[src/rtl/enemy_bullet_hit_scanner.sv]
// Sequential player-vs-enemy-bullet collision scanner: snapshots one frame, tests one slot per
// clock against a rectangular hitbox, then applies the lives / invincibility / game-over policy.
module enemy_bullet_hit_scanner #(
  parameter int unsigned N_BULLETS  = 8,
  parameter int unsigned X_W        = 10,
  parameter int unsigned Y_W        = 9,
  parameter int unsigned HIT_DX     = 12,
  parameter int unsigned HIT_DY     = 12,
  parameter int unsigned IFRAMES    = 60,
  parameter int unsigned LIVES_INIT = 3
) (
  input  logic                           Clk,
  input  logic                           Rst,
  input  logic                           i_Start,
  input  logic [X_W+Y_W-1:0]             i_PlayerPos,
  input  logic [N_BULLETS*(X_W+Y_W)-1:0] i_BulletPos,
  input  logic [N_BULLETS-1:0]           i_BulletValid,
  output logic                           o_Busy,
  output logic                           o_Done,
  output logic [N_BULLETS-1:0]           o_HitMask,
  output logic                           o_Hit,
  output logic [3:0]                     o_Lives,
  output logic                           o_Invincible,
  output logic                           o_GameOver
);

  localparam int unsigned PW = X_W + Y_W;
  localparam int unsigned IW = (N_BULLETS > 1) ? $clog2(N_BULLETS) : 1;
  localparam int unsigned CW = $clog2(IFRAMES + 1);

  typedef enum logic [1:0] {StIdle, StScan, StReport} state_e;

  state_e                       state_q, state_d;
  logic [IW-1:0]                idx_q, idx_d;
  logic [PW-1:0]                ppos_q, ppos_d;
  logic [N_BULLETS*PW-1:0]      bpos_q, bpos_d;
  logic [N_BULLETS-1:0]         bvalid_q, bvalid_d;
  logic [N_BULLETS-1:0]         wmask_q, wmask_d;
  logic [N_BULLETS-1:0]         hitmask_q, hitmask_d;
  logic [3:0]                   lives_q, lives_d;
  logic [CW-1:0]                icnt_q, icnt_d;
  logic                         gameover_q, gameover_d;
  logic                         hit_q, hit_d;

  logic [31:0]          slot_base;
  logic [PW-1:0]        slot;
  logic [X_W-1:0]       bx, px, dx;
  logic [Y_W-1:0]       by, py, dy;
  logic                 overlap;
  logic [N_BULLETS-1:0] final_mask;
  logic                 damage;

  // Distances are max - min at full width so no wrap-around or sign issues can occur.
  always_comb begin
    slot_base  = 32'(idx_q) * PW;
    slot       = bpos_q[slot_base +: PW];
    bx         = slot[PW-1 -: X_W];
    by         = slot[Y_W-1:0];
    px         = ppos_q[PW-1 -: X_W];
    py         = ppos_q[Y_W-1:0];
    dx         = (bx >= px) ? (bx - px) : (px - bx);
    dy         = (by >= py) ? (by - py) : (py - by);
    overlap    = bvalid_q[idx_q] && (32'(dx) <= HIT_DX) && (32'(dy) <= HIT_DY);
    final_mask = wmask_q;
    if (overlap) begin
      final_mask[idx_q] = 1'b1;
    end
    damage     = (|final_mask) && (icnt_q == '0) && !gameover_q;
  end

  always_comb begin
    state_d    = state_q;
    idx_d      = idx_q;
    ppos_d     = ppos_q;
    bpos_d     = bpos_q;
    bvalid_d   = bvalid_q;
    wmask_d    = wmask_q;
    hitmask_d  = hitmask_q;
    lives_d    = lives_q;
    icnt_d     = icnt_q;
    gameover_d = gameover_q;
    hit_d      = 1'b0;
    unique case (state_q)
      StIdle: begin
        if (i_Start) begin
          ppos_d   = i_PlayerPos;
          bpos_d   = i_BulletPos;
          bvalid_d = i_BulletValid;
          idx_d    = '0;
          wmask_d  = '0;
          state_d  = StScan;
        end
      end
      StScan: begin
        wmask_d = final_mask;
        idx_d   = idx_q + IW'(1);
        // Results are registered on the edge into the report cycle so they line up with o_Done.
        if (idx_q == IW'(N_BULLETS - 1)) begin
          state_d   = StReport;
          hitmask_d = final_mask;
          if (damage) begin
            hit_d   = 1'b1;
            lives_d = lives_q - 4'd1;
            icnt_d  = CW'(IFRAMES);
            if (lives_q == 4'd1) begin
              gameover_d = 1'b1;
            end
          end else if (icnt_q != '0) begin
            icnt_d = icnt_q - CW'(1);
          end
        end
      end
      StReport: state_d = StIdle;
      default:  state_d = StIdle;
    endcase
  end

  always_ff @(posedge Clk or posedge Rst) begin
    if (Rst) begin
      state_q    <= StIdle;
      idx_q      <= '0;
      ppos_q     <= '0;
      bpos_q     <= '0;
      bvalid_q   <= '0;
      wmask_q    <= '0;
      hitmask_q  <= '0;
      lives_q    <= 4'(LIVES_INIT);
      icnt_q     <= '0;
      gameover_q <= 1'b0;
      hit_q      <= 1'b0;
    end else begin
      state_q    <= state_d;
      idx_q      <= idx_d;
      ppos_q     <= ppos_d;
      bpos_q     <= bpos_d;
      bvalid_q   <= bvalid_d;
      wmask_q    <= wmask_d;
      hitmask_q  <= hitmask_d;
      lives_q    <= lives_d;
      icnt_q     <= icnt_d;
      gameover_q <= gameover_d;
      hit_q      <= hit_d;
    end
  end

  assign o_Busy       = (state_q != StIdle);
  assign o_Done       = (state_q == StReport);
  assign o_Hit        = hit_q;
  assign o_HitMask    = hitmask_q;
  assign o_Lives      = lives_q;
  assign o_Invincible = (icnt_q != '0);
  assign o_GameOver   = gameover_q;

endmodule

[config.mk]
export PLATFORM = sky130hd
export DESIGN_NAME = enemy_bullet_hit_scanner
export DESIGN_NICKNAME = d
export VERILOG_FILES = /design/src/rtl/enemy_bullet_hit_scanner.sv
export SDC_FILE = /design/constraint.sdc
export NUM_CORES = 1
export LEC_CHECK = 0
export CORE_ASPECT_RATIO = 1.75
export CORE_UTILIZATION = 48
export CTS_CLUSTER_DIAMETER = 150
export DETAILED_ROUTE_END_ITERATION = 6
export PLACE_DENSITY = 0.77
export SLEW_MARGIN = 20
export SYNTH_ARGS = -nofsm -noshare
export SYNTH_HDL_FRONTEND = slang
export SYNTH_SLANG_ARGS = --single-unit
[constraint.sdc]
create_clock -name Clk -period 6.4 [get_ports Clk]
set_input_delay 0.64 -clock Clk [delete_from_list [all_inputs] [get_ports Clk]]
set_output_delay 0.64 -clock Clk [all_outputs]
set_load 0.02 [all_outputs]
# After elaboration in Yosys (flattened, before gate mapping)
# Cells that the tools add are included.
# W data, S select, Z words.
[op_classes]
bitwise = 1
order_cmp = 6
mux = 19
n_eq_ne = 6
shift = 1
n_reduce_logical = 20
n_div = 0
n_addsub = 7
mul = 1
[op_table]
columns = ["op", "n"]
rows = [
  ["$shiftx A152 B9 Y19", 1],
  ["$sub A10 B10 Y10", 2],
  ["$sub A9 B9 Y9", 2],
  ["$mux W8", 2],
  ["$pmux W8 S2", 1],
  ["$mux W6", 2],
  ["$ge A10 B10 Y1", 1],
  ["$le A10 B4 Y1 const B", 1],
  ["$mux W10", 1],
  ["$ge A9 B9 Y1", 1],
  ["$le A9 B4 Y1 const B", 1],
  ["$mux W9", 1],
  ["$mul A3 B5 Y8 const B", 1],
  ["$or A8 B8 Y8", 1],
  ["$reduce_and A2 Y1", 4],
  ["$reduce_or A8 Y1", 1],
  ["$logic_not A6 Y1", 1],
  ["$pmux W3 S2", 1],
  ["$reduce_and A3 Y1", 2],
  ["$reduce_bool A2 Y1", 3],
  ["$reduce_bool A6 Y1", 1],
  ["$sub A6 B1 Y6 const B", 1],
  ["$logic_and A1 B1 Y1", 5],
  ["$mux W1", 5],
  ["other kinds (17)", 19],
]
[word_totals]
romBits = 0
elab_cells = 72
latch_bits = 0
register_bits = 212
n_memories = 0
output_inout_bits = 17
mem_bits_rw = 0

# Longest topological paths before layout
# Gate-level depths: netlist of the first run.
[logic_depth]
depth_word = 14
depth_mapped = 20
ltp_nobuf = 15

# Worst setup path after synthesis of the first run
# OpenSTA, ideal clock, no wires.
[synth_timing]
path_type = "register to register"
start = "register idx_q[1]"
end = "register icnt_q[2]"
setup_time_ns = 0.103
arrival_time_ns = 4.085
setup_slack_ns = 2.211
required_time_ns = 6.297
path_buffers = 4
path_stages_with_launch = 19
path_cell_list = "dfrtp_1 > clkbuf_1 > nor3b_1 > clkbuf_1 > a22oi_1 > and4_1 > inv_1 > ha_1 > buf_2 > o21ai_0 > a21oi_1 > or4b_1 > a21o_1 > a211o_1 > a2bb2oi_1 > nor4b_4 > buf_6 > nor2_1 > o41ai_2"
[synth_between]
elab_chain_cells = 13
elab_cells_between_ends = 30
[synth_lines]
columns = ["element", "line_no", "text"]
rows = [
  ["from (decl)", "34", "logic [IW-1:0] idx_q, idx_d;"],
  ["from (signal assigned)", "133", "idx_q <= idx_d;"],
  ["$mul A3 B5 Y8", "55", "slot_base = 32'(idx_q) * PW;"],
  ["$shiftx A152 B9 Y19", "56", "slot = bpos_q[slot_base +: PW];"],
  ["$sub A10 B10 Y10 or $ge A10 B10 Y1 (tied branches)", "61", "dx = (bx >= px) ? (bx - px) : (px - bx);"],
  ["$mux W10", "61", ""],
  ["$le A10 B4 Y1", "63", "overlap = bvalid_q[idx_q] && (32'(dx) <= HIT_DX) && (32'(dy) <= HIT_DY);"],
  ["$logic_and A1 B1 Y1 (2 in series)", "63", ""],
  ["$mux W8", "65", "if (overlap) begin"],
  ["$reduce_or A8 Y1", "68", "damage = (|final_mask) && (icnt_q == '0) && !gameover_q;"],
  ["$logic_and A1 B1 Y1 (2 in series)", "68", ""],
  ["$reduce_bool A2 Y1 (no source line)", "n/a", ""],
  ["$reduce_and A3 Y1 (no source line)", "n/a", ""],
  ["to (signal assigned)", "140", "icnt_q <= icnt_d;"],
  ["to (decl)", "41", "logic [CW-1:0] icnt_q, icnt_d;"],
]
# Several ways; a longest one is shown, not always the timed one. The select of a mux whose other input is x is not followed.
# A chain may end at the register's enable or synchronous reset.

# Worst setup path after layout of the first run
[layout_timing]
start = "register idx_q[2]"
end = "register lives_q[1], in the netlist o_Lives[1]"
[layout_between]
elab_chain_cells = 12
elab_cells_between_ends = 28
[layout_lines]
columns = ["element", "line_no", "text"]
rows = [
  ["$mul A3 B5 Y8", "55", ""],
  ["$shiftx A152 B9 Y19", "56", ""],
  ["$sub A10 B10 Y10 or $ge A10 B10 Y1 (tied branches)", "61", ""],
  ["$mux W10", "61", ""],
  ["$le A10 B4 Y1", "63", ""],
  ["$logic_and A1 B1 Y1 (2 in series)", "63", ""],
  ["$mux W8", "65", ""],
  ["$reduce_or A8 Y1", "68", ""],
  ["$logic_and A1 B1 Y1 (2 in series)", "68", ""],
  ["$reduce_and A3 Y1 (no source line) (*)", "n/a", ""],
  ["to (signal assigned)", "127", "lives_q <= 4'(LIVES_INIT);"],
  ["to (signal assigned)", "139", "lives_q <= lives_d;"],
  ["to (decl)", "40", "logic [3:0] lives_q, lives_d;"],
]
# Mark *: on every way between the ends. The rest lies on a longest branch, timed or not. The select of a mux whose other input is x is not followed.

==> metrics.csv, run 1 <==
stage,metric,value,unit
global_route,grt ovf,0,
yosys,Seq cells post-synth,212,
routing,DR iter-0 viols,378,
yosys,Post-synth EDFFs,0,
global_route,largest net degree at the start of global routing,177,
sta,setup tns final,0,ps
clocking,worst-skew pair later-pin latency,500,ps
yosys,share of the synthesized area in the top cell type,49.9,%
floorplan,Die W,114,um
floorplan,die height,198,um
routing,Antenna Nets Post-Route,0,
routing,first drt pass iteration count,6,
sta,Final min period,5120,ps
yosys,top_reg_cell synth,dfrtp_1,
floorplan,initial core utilization,49.0,%
floorplan,Die ar.,22600,sq um
critical_path,CP Data Arrival Time,5550,ps
global_route,first-pass GRT wire length,43300,um
yosys,Avg Synthesized Cell Area,11.8,sq um
clocking,Worst-path clk slew,70,ps
yosys,Synth Area in Compound Gates,13.5,%
cells_and_area,share of layout cells above drive strength 1,20.4,%
placed_design,pre-CTS setup slack,1320,ps
critical_path,CP startpoint kind,flop,
floorplan,FP Rows,71,
clocking,total clock sinks,212,
clocking,Inserted Clock Buffers,20,
yosys,Synth Net Count,1116,
floorplan,core area,21500,sq um
yosys,Syn Std Cell Area,10500,sq um
critical_path,Crit Path Max Fanout,21,
yosys,sequential fraction of the synthesis area,50.4,%
sta,count of final max-slew check failures,0,
global_route,vias in the first global route,8295,
yosys,post-synthesis mux area share,18.5,%
job,Max-Cap Viols,0,
sta,slew at the pin with the worst max-slew slack,1080,ps
routing,DRC Markers,0,
sta,RSZ-0062 raised after global routing,no,
sta,final setup violation count,0,
cells_and_area,Final nets,1293,
clocking,postcts setup bufs,0,
sta,"Period Utilization, post-route",80.0,%
yosys,"top cells by area, synth","dfrtp_1 50%, mux2_2 17%, a22oi_1 5.4%, ha_1 4.9%, inv_1 1.7%",
sta,Fin. Hold Viols,0,
clocking,CTS resizes,0,
global_route,initial antenna violation count,4,
outcome,run status,completed,
yosys,asr flop ratio synth,100,%
clocking,CTS Buffer Depth,3,
floorplan,Ports,199,
sta,Setup WS post-layout,1280,ps
sta,max frequency,0.195,GHz
critical_path,crit path kind,flop to flop,
pwr,pwr dens,588,nW/um^2
yosys,Synth Area in Adders,4.87,%
clocking,H-tree depth,1,
placed_design,HPWL Detailed,19900,um
critical_path,Worst EP required,6830,ps
yosys,Yosys warning total,0,
pwr,Static Leakage,5.66,nW
yosys,post-synthesis simple-gate area fraction,7.87,%
worst_hold_path,HP Class,input port to async pin,
clocking,Root Buffer Master,clkbuf_16,
routing,Vias,7792,
routing,post-DR vias/cell,5.65,
clocking,CTS tree,yes,
placed_design,Buffers on Ports,198,
yosys,Syn Inst Count,893,
yosys,number of distinct library cells after synthesis,66,
routing,total wire length,27500,um
placed_design,GPL Wtd Cong,0.867,
clocking,hold_buf cts,0,
cells_and_area,area grow syn2layout,28.1,%
yosys,main combinational cell family by area after synthesis,multiplexers,
yosys,Yosys top cell by area,dfrtp_1,
sta,Worst slew margin,27.7,%
pwr,Peak VDD IR,0.000302,V
sta,Setup Skew,17.1,ps
global_route,Total Routing Usage GR,25.0,%
critical_path,Setup crit end kind,flop,
yosys,Post-Synth XOR/XNOR Area,1.08,%
routing,drt wl/cell,19.9,um
-- logic make-up after synthesis --
logic type	after synthesis
xor gates and xnor gates	13
muxes	172
buffers and inverters	102
and+or+nand+nor	151
adders and majority gates	41
AOI/OAI and AO/OA	202
DFF	212
-- layout by cell type, fill, tap and decap left out, types with 21 or more instances in the layout --
cell type        count
nand2_1             33
a21oi_1             21
nor2_1              40
clkbuf_16           21
mux2_2             162
dfrtp_1            210
inv_1               47
clkdlybuf4s50_1    198
o21ai_0             31
ha_1                41
a22oi_1             76
-- cell type report --
cell class	count	area, sq um
antenna	4	10.0
clock buffer	29	576
clock inverter	6	109
fill	1764	8010
inverter	49	188
multi-input combinational	579	4850
sequential	212	5310
tap	292	365
timing repair buffer	208	2080
-- sequential cells by signal (all words and copies together) (netlist names) --
name / flops
bpos_q: 152
bvalid_q: 8
icnt_q: 6
idx_q: 3
o_GameOver: 1
o_Hit: 1
o_HitMask: 8
o_Lives: 4
ppos_q: 19
state_q: 2
wmask_q: 8
-- power breakdown --
group | total [mW] | leakage [nW] | internal, mW | switching, mW
registers | 2.42 | 2.55 | 1.99 | 0.429
clock network | 1.25 | 0.335 | 0.747 | 0.501
logic | 4.25 | 2.78 | 2.02 | 2.24
-- synth_stat cells (4+ instances only) --
cell / count
and4_1: 17
nor2b_1: 8
xnor2_1: 9
a31oi_1: 11
nand4_1: 6
ha_1: 41
nor3b_1: 6
a22oi_1: 76
a21oi_1: 21
a21o_1: 8
o21bai_1: 4
dfrtp_1: 210
xor2_1: 4
buf_2: 6
o211ai_1: 8
clkbuf_1: 44
nor3_1: 8
nor2_1: 42
a211oi_1: 12
o21ai_0: 31
mux2_2: 162
nand2_1: 33
nand3_1: 7
mux2i_1: 8
inv_1: 48
-- worst max-delay path, stage by stage (launching register included) --
cell and delay (ps):
dfrtp_1 590, and3b_1 960, a22oi_1 150, and4_1 290, inv_1 60, ha_1 300
a21oi_2 210, a21oi_1 100, a211oi_2 760, mux2i_1 310, xnor2_1 90, o32a_1 330
nor4b_4 130, buf_4 220, o21ai_2 300, mux2i_1 230
-- layer usage --
metal  global-route usage (%)  vias up  wire length (um)
met2                     44.7      228             14600
met1                     28.4     3876             10300
li1                         -     3612                 -
met4                     13.0        0              1320
met3                     3.83       76              1310
met5                        0        -                 0
-- path summary, 6_finish.rpt --
check | from | endpoint | slack [ps] | cells past startpoint
worst max register to register | idx_q[2] | o_Lives[1] | 1280 | 15
worst min register to register | bpos_q[70] | bpos_q[70] | 500 | 1
worst min-delay path | Rst | icnt_q[0] | 480 | 2
worst max-delay path | idx_q[2] | o_Lives[1] | 1280 | 15
min in group Clk | bpos_q[70] | bpos_q[70] | 500 | 1
max in group asynchronous | Rst | ppos_q[12] | 4630 | 3
-- stage by stage --
step	util [%]	cell area (sq um)	total power [mW]	hold WS (ps)	instances
floorplan	-	10500	5.53	446	893
global placement	59.5	12800	6.57	483	1340
detailed placement	59.5	12800	6.67	496	1340
CTS	62.7	13500	7.94	496	1375
global route	62.7	13500	8.49	518	1379
finish	62.7	13500	7.93	482	1379
No activity file was read; power rests on OpenSTA's default activity.
==> inputs of run 2 (changes only) <==
--- a/config.mk
+++ b/config.mk
@@ -6,10 +6,10 @@
 export NUM_CORES = 1
 export LEC_CHECK = 0
 export CORE_ASPECT_RATIO = 1.75
-export CORE_UTILIZATION = 48
+export CORE_UTILIZATION = 53
 export CTS_CLUSTER_DIAMETER = 150
 export DETAILED_ROUTE_END_ITERATION = 6
-export PLACE_DENSITY = 0.77
+export PLACE_DENSITY = 0.81
 export SLEW_MARGIN = 20
 export SYNTH_ARGS = -nofsm -noshare
 export SYNTH_HDL_FRONTEND = slang
==> constraint.sdc (replaced) <==
create_clock -name Clk -period 5.1 [get_ports Clk]
set_input_delay 0.51 -clock Clk [delete_from_list [all_inputs] [get_ports Clk]]
set_output_delay 0.51 -clock Clk [all_outputs]
set_load 0.02 [all_outputs]
==> metrics.csv, run 2 (synthesized netlist as in run 1, its figures left out) <==
stage,metric,value,unit,change
sta,Worst slew margin,39.3,%,+12 points
cells_and_area,max reg flops,152,,unchanged
critical_path,worst flop-to-flop path startpoint,idx_q[1],,
clocking,hold_buf cts,0,,unchanged
floorplan,core area,19300,sq um,-10%
cells_and_area,Final nets,1303,,+0.77%
routing,DR iter-0 viols,387,,+2.4%
floorplan,die height,188,um,-4.8%
floorplan,Ports,199,,unchanged
pwr,total chip power,9.96,mW,+26%
critical_path,CP max stage cell,and3b_1,,
clocking,postcts setup bufs,0,,unchanged
global_route,grt ovf,0,,unchanged
clocking,H-tree depth,1,,unchanged
routing,Antenna Nets Post-Route,0,,unchanged
clocking,CTS resizes,0,,unchanged
sta,final setup violation count,0,,unchanged
critical_path,instance count on the critical path,16,,+1
cells_and_area,area grow syn2layout,28.2,%,about the same
critical_path,crit path kind,flop to flop,,
sta,"Period Utilization, post-route",92.3,%,+12 points
critical_path,cells on worst reg2reg path,16,,+1
cells_and_area,"most common cell after layout, fill and taps aside",dfrtp_1,,
critical_path,Worst EP required,5500,ps,-1330 ps
placed_design,GPL Wtd Cong,0.846,,-2.5%
critical_path,Critical Path End,icnt_q[4],,
clocking,Worst-path clk slew,70,ps,about the same
pwr,pwr dens,738,nW/um^2,+26%
placed_design,HPWL Detailed,20400,um,+2.3%
cells_and_area,fill cell count,1414,,-20%
clocking,total clock sinks,212,,unchanged
job,Max-Cap Viols,0,,unchanged
worst_hold_path,HP Class,flop to flop,,
floorplan,initial core utilization,54.6,%,+5.6 points
routing,total wire length,27900,um,+1.5%
sta,count of final max-slew check failures,0,,unchanged
cells_and_area,"commonest cells after routing, fill and taps aside","210 x dfrtp_1, 198 x clkdlybuf4s50_1, 162 x mux2_2",,
critical_path,CP startpoint,idx_q[1],,
cells_and_area,Reg with most FFs,bpos_q,,
routing,DRC Markers,0,,unchanged
cells_and_area,share of layout cells above drive strength 1,21.6,%,+1.2 points
clocking,Inserted Clock Buffers,20,,unchanged
global_route,first-pass GRT wire length,43900,um,+1.4%
critical_path,CP startpoint kind,flop,,
sta,Setup Skew,11.3,ps,-5.77 ps
sta,RSZ-0062 raised after global routing,no,,
critical_path,WP buf/inv,3,,+1
critical_path,"CP delay by family, top",simple AND/OR/NAND/NOR gates,,
clocking,Root Buffer Master,clkbuf_16,,
critical_path,CP peak stage delay,620,ps,-340 ps
floorplan,Die W,109,um,-4.8%
pwr,Static Leakage,5.72,nW,+0.98%
global_route,largest net degree at the start of global routing,156,,-12%
global_route,vias in the first global route,8501,,+2.5%
global_route,Total Routing Usage GR,28.3,%,+3.3 points
critical_path,r2r endpoint,icnt_q[4],,
routing,post-DR vias/cell,5.91,,+4.6%
critical_path,worst path cell trace,and3b_1 -> buf_4 -> a22oi_1 -> and4_1 -> inv_1 -> ha_1 -> o21ai_0 -> a21oi_1 -> or4b_1 -> a21o_1 -> a211o_1 -> a2bb2oi_1 -> nor4b_4 -> buf_4 -> o21bai_1 -> o31ai_1,,
placed_design,Buffers on Ports,198,,unchanged
floorplan,FP Rows,67,,-5.6%
clocking,CTS tree,yes,,
cells_and_area,top flop regs,"bpos_q x152, ppos_q x19",,
sta,max frequency,0.212,GHz,+8.8%
sta,slew at the pin with the worst max-slew slack,909,ps,-175 ps
sta,setup tns final,0,ps,unchanged
critical_path,Crit Path Max Fanout,21,,unchanged
clocking,worst-skew pair later-pin latency,500,ps,about the same
critical_path,CP dominant cell by count,buf_4,,
pwr,Peak VDD IR,0.000430,V,+42%
routing,drt wl/cell,20.9,um,+4.5%
routing,first drt pass iteration count,5,,-1
clocking,CTS Buffer Depth,3,,unchanged
global_route,initial antenna violation count,4,,unchanged
sta,Final min period,4710,ps,-413 ps
routing,Vias,7913,,+1.6%
sta,Fin. Hold Viols,0,,unchanged
critical_path,Setup crit end kind,flop,,
critical_path,r2r setup slk,390,ps,-890 ps
outcome,run status,completed,,
floorplan,Die ar.,20500,sq um,-9.3%
critical_path,CP Data Arrival Time,5100,ps,-450 ps
run 2: changes by cell type in the layout (fill, tap and decap cells not counted), sizes merged:
cell      delta
clkinv       +3
clkbuf       -1
bufinv       -2
buf         +10
clkinvlp     +1
run 2: how the worst min path moves through the flow:
| stage | endpoint | slack [ps] | cells past startpoint | start |
|---|---|---|---|---|
| 3_3_place_gp | o_Lives[3] | 490 | 1 | o_Lives[3] |
| 3_5_place_dp | o_Lives[3] | 490 | 1 | o_Lives[3] |
| 5_1_grt | bpos_q[138] | 510 | 1 | bpos_q[138] |
| 4_1_cts | o_Lives[3] | 500 | 1 | o_Lives[3] |
| 2_1_floorplan | state_q[0] | 450 | 1 | state_q[1] |
| 6_report | o_Lives[3] | 500 | 1 | o_Lives[3] |
run 2: final cells by class:
cell class | instances | area (sq um) | area share (%)
clock buffer | 28 | 602 | 4.46
multi-input combinational | 579 | 4850 | 35.9
inverter | 49 | 188 | 1.39
sequential | 212 | 5310 | 39.3
antenna | 4 | 10.0 | 0.0741
tap | 241 | 302 | 2.23
clock inverter | 8 | 71.3 | 0.528
timing repair buffer | 218 | 2170 | 16.1
run 2: where the power goes:
group | switching, mW | leakage [nW] | internal [mW]
clock network | 0.643 | 0.335 | 0.878
registers | 0.515 | 2.55 | 2.50
logic | 2.84 | 2.83 | 2.58
run 2: stage by stage:
step           util (%)  instance area [sq um]  std cells  hold WS (ps)  setup WS (ps)
3_3_place_gp       66.5                  12800       1299           486            547
2_1_floorplan         -                  10500        893           446            911
6_report           70.0                  13500       1339           499            393
4_1_cts            70.0                  13500       1335           497            360
5_1_grt            70.0                  13500       1339           515           7.67
3_5_place_dp       66.5                  12800       1299           488            398
run 2: routing by layer:
layer	track usage, %	share of wire [%]	vias to the layer above
li1	-	-	3644
met1	31.6	37	3942
met2	49.7	53	241
met3	3.39	4.0	86
met4	18.2	6.1	0
met5	0	0	-
==> inputs of run 3 (changes only) <==
--- a/config.mk
+++ b/config.mk
@@ -6,11 +6,12 @@
 export NUM_CORES = 1
 export LEC_CHECK = 0
 export CORE_ASPECT_RATIO = 1.75
+export CORE_MARGIN = 8
 export CORE_UTILIZATION = 53
 export CTS_CLUSTER_DIAMETER = 150
 export DETAILED_ROUTE_END_ITERATION = 6
 export PLACE_DENSITY = 0.81
-export SLEW_MARGIN = 20
+export SLEW_MARGIN = 10
 export SYNTH_ARGS = -nofsm -noshare
 export SYNTH_HDL_FRONTEND = slang
 export SYNTH_SLANG_ARGS = --single-unit
==> metrics.csv, run 3 (synthesized netlist as in run 1, its figures left out) <==
stage,metric,value,unit,change
pwr,Peak VDD IR,0.000601,V,+40%
floorplan,Die ar.,24800,sq um,+21%
job,Max-Cap Viols,0,,unchanged
cells_and_area,Post-Layout Inst Area,13600,sq um,+1.1%
critical_path,Crit Path Max Fanout,12,,-43%
outcome,run status,completed,,
cells_and_area,Final nets,1302,,-0.077%
sta,Setup Skew,12.6,ps,+1.31 ps
global_route,Total Routing Usage GR,24.1,%,-4.2 points
cells_and_area,final cell count without fillers,1338,,-0.075%
sta,RSZ-0062 raised after global routing,no,,
critical_path,Worst EP required,5530,ps,+30 ps
worst_hold_path,HP Class,flop to flop,,
floorplan,die height,202,um,+7.4%
routing,Vias,7953,,+0.51%
global_route,initial antenna violation count,0,,-4
global_route,vias in the first global route,8762,,+3.1%
routing,DR iter-0 viols,439,,+13%
sta,count of final max-slew check failures,0,,unchanged
sta,setup tns final,0,ps,unchanged
critical_path,crit path kind,flop to flop,,
sta,Setup WS post-layout,333,ps,-59.8 ps
placed_design,HPWL Detailed,21600,um,+6.1%
cells_and_area,Reg with most FFs,bpos_q,,
routing,total wire length,29400,um,+5.3%
clocking,CTS tree,yes,,
floorplan,initial core utilization,53.6,%,-1.0 points
placed_design,Buffers on Ports,198,,unchanged
routing,post-DR vias/cell,5.94,,+0.58%
cells_and_area,Final Core Density,69.4,%,-0.59 points
critical_path,CP startpoint kind,flop,,
global_route,largest net degree at the start of global routing,162,,+3.8%
sta,Min Hold Slack,497,ps,-2.17 ps
routing,drt wl/cell,22.0,um,+5.4%
clocking,Inserted Clock Buffers,20,,unchanged
floorplan,Die W,123,um,+13%
cells_and_area,final antenna diode count,0,,-4
floorplan,FP Rows,68,,+1.5%
clocking,Root Buffer Master,clkbuf_16,,
pwr,total chip power,10.2,mW,+2.8%
global_route,grt ovf,0,,unchanged
sta,"Period Utilization, post-route",93.5,%,+1.2 points
cells_and_area,max reg flops,152,,unchanged
cells_and_area,"commonest cells after routing, fill and taps aside","210 x dfrtp_1, 198 x clkdlybuf4s50_1, 162 x mux2_2",,
clocking,postcts setup bufs,0,,unchanged
placed_design,Inst Count DP,1302,,+0.23%
cells_and_area,share of layout cells above drive strength 1,21.7,%,+0.11 points
floorplan,core area,19700,sq um,+1.9%
cells_and_area,"most common cell after layout, fill and taps aside",dfrtp_1,,
cells_and_area,top flop regs,"bpos_q x152, ppos_q x19",,
cells_and_area,fill cell count,1381,,-2.3%
clocking,worst-skew pair later-pin latency,500,ps,about the same
cells_and_area,area grow syn2layout,29.6,%,
clocking,CTS resizes,0,,unchanged
sta,Fin. Hold Viols,0,,unchanged
clocking,H-tree depth,1,,unchanged
critical_path,CP Data Arrival Time,5190,ps,+90 ps
routing,DRC Markers,0,,unchanged
sta,max frequency,0.210,GHz,-1.3%
placed_design,GPL Wtd Cong,0.887,,+4.9%
global_route,first-pass GRT wire length,46700,um,+6.4%
pwr,pwr dens,751,nW/um^2,+1.7%
floorplan,Ports,199,,unchanged
placed_design,dpl cell area,12900,sq um,+0.27%
clocking,total clock sinks,212,,unchanged
routing,Antenna Nets Post-Route,0,,unchanged
routing,first drt pass iteration count,5,,unchanged
clocking,hold_buf cts,0,,unchanged
clocking,CTS Buffer Depth,3,,unchanged
sta,Worst slew margin,38.3,%,-0.93 points
critical_path,Setup crit end kind,flop,,
sta,final setup violation count,0,,unchanged
sta,Final min period,4770,ps,+59.8 ps
sta,slew at the pin with the worst max-slew slack,923,ps,+13.9 ps
placed_design,pre-CTS setup slack,378,ps,-19.9 ps
clocking,Worst-path clk slew,70,ps,about the same
pwr,Static Leakage,5.77,nW,+0.81%
-- run 3: changes by cell type in the layout (fill, tap and decap cells not counted) --
cell        change
buf_12          +3
clkbuf_8        -2
clkinvlp_4      +1
bufinv_16       +5
and3b_1         -2
buf_4           -4
a211oi_4        +1
and3b_2         +2
a211oi_2        -1
clkinv_2        -4
diode_2         -4
-- run 3: layout make-up --
| cell class | count | area (sq um) | area share, % |
|---|---|---|---|
| clock buffer | 26 | 574 | 4.21 |
| inverter | 49 | 188 | 1.38 |
| timing repair buffer | 217 | 2200 | 16.1 |
| clock inverter | 10 | 209 | 1.53 |
| multi-input combinational | 579 | 4860 | 35.6 |
| tap | 245 | 307 | 2.25 |
| sequential | 212 | 5310 | 38.9 |
-- run 3: metal layers --
metal | global-route usage (%) | part of all wire, %
met5 | 0 | 0
met3 | 4.28 | 5.0
met2 | 43.2 | 54
met4 | 13.1 | 5.1
met1 | 26.0 | 35
-- run 3: critical path, stage by stage (launching register included) --
cell and delay, ps:
dfrtp_1 620, and3b_2 360, buf_4 230, a22oi_1 240, and4_1 290, inv_1 70
ha_1 320, nor2b_1 180, o211ai_1 310, a21oi_1 160, or4_1 480, a211oi_1 230
a2bb2oi_1 150, nor4b_4 520, buf_4 270, a31oi_1 110, nor2_1 130
-- run 3: path summary, 6_finish.rpt --
kind | endpoint | slack, ps | cells after the start | start
min | o_Lives[3] | 500 | 1 | o_Lives[3]
max reg2reg | wmask_q[6] | 330 | 16 | idx_q[1]
min reg2reg | o_Lives[3] | 500 | 1 | o_Lives[3]
max in group asynchronous | bpos_q[86] | 3830 | 3 | Rst
min in group asynchronous | icnt_q[5] | 570 | 3 | Rst
max | wmask_q[6] | 330 | 16 | idx_q[1]
-- run 3: power breakdown --
part	switching [mW]	leakage, nW	internal [mW]
Clock	0.651	0.376	1.10
Combinational	2.84	2.84	2.61
Sequential	0.542	2.55	2.50
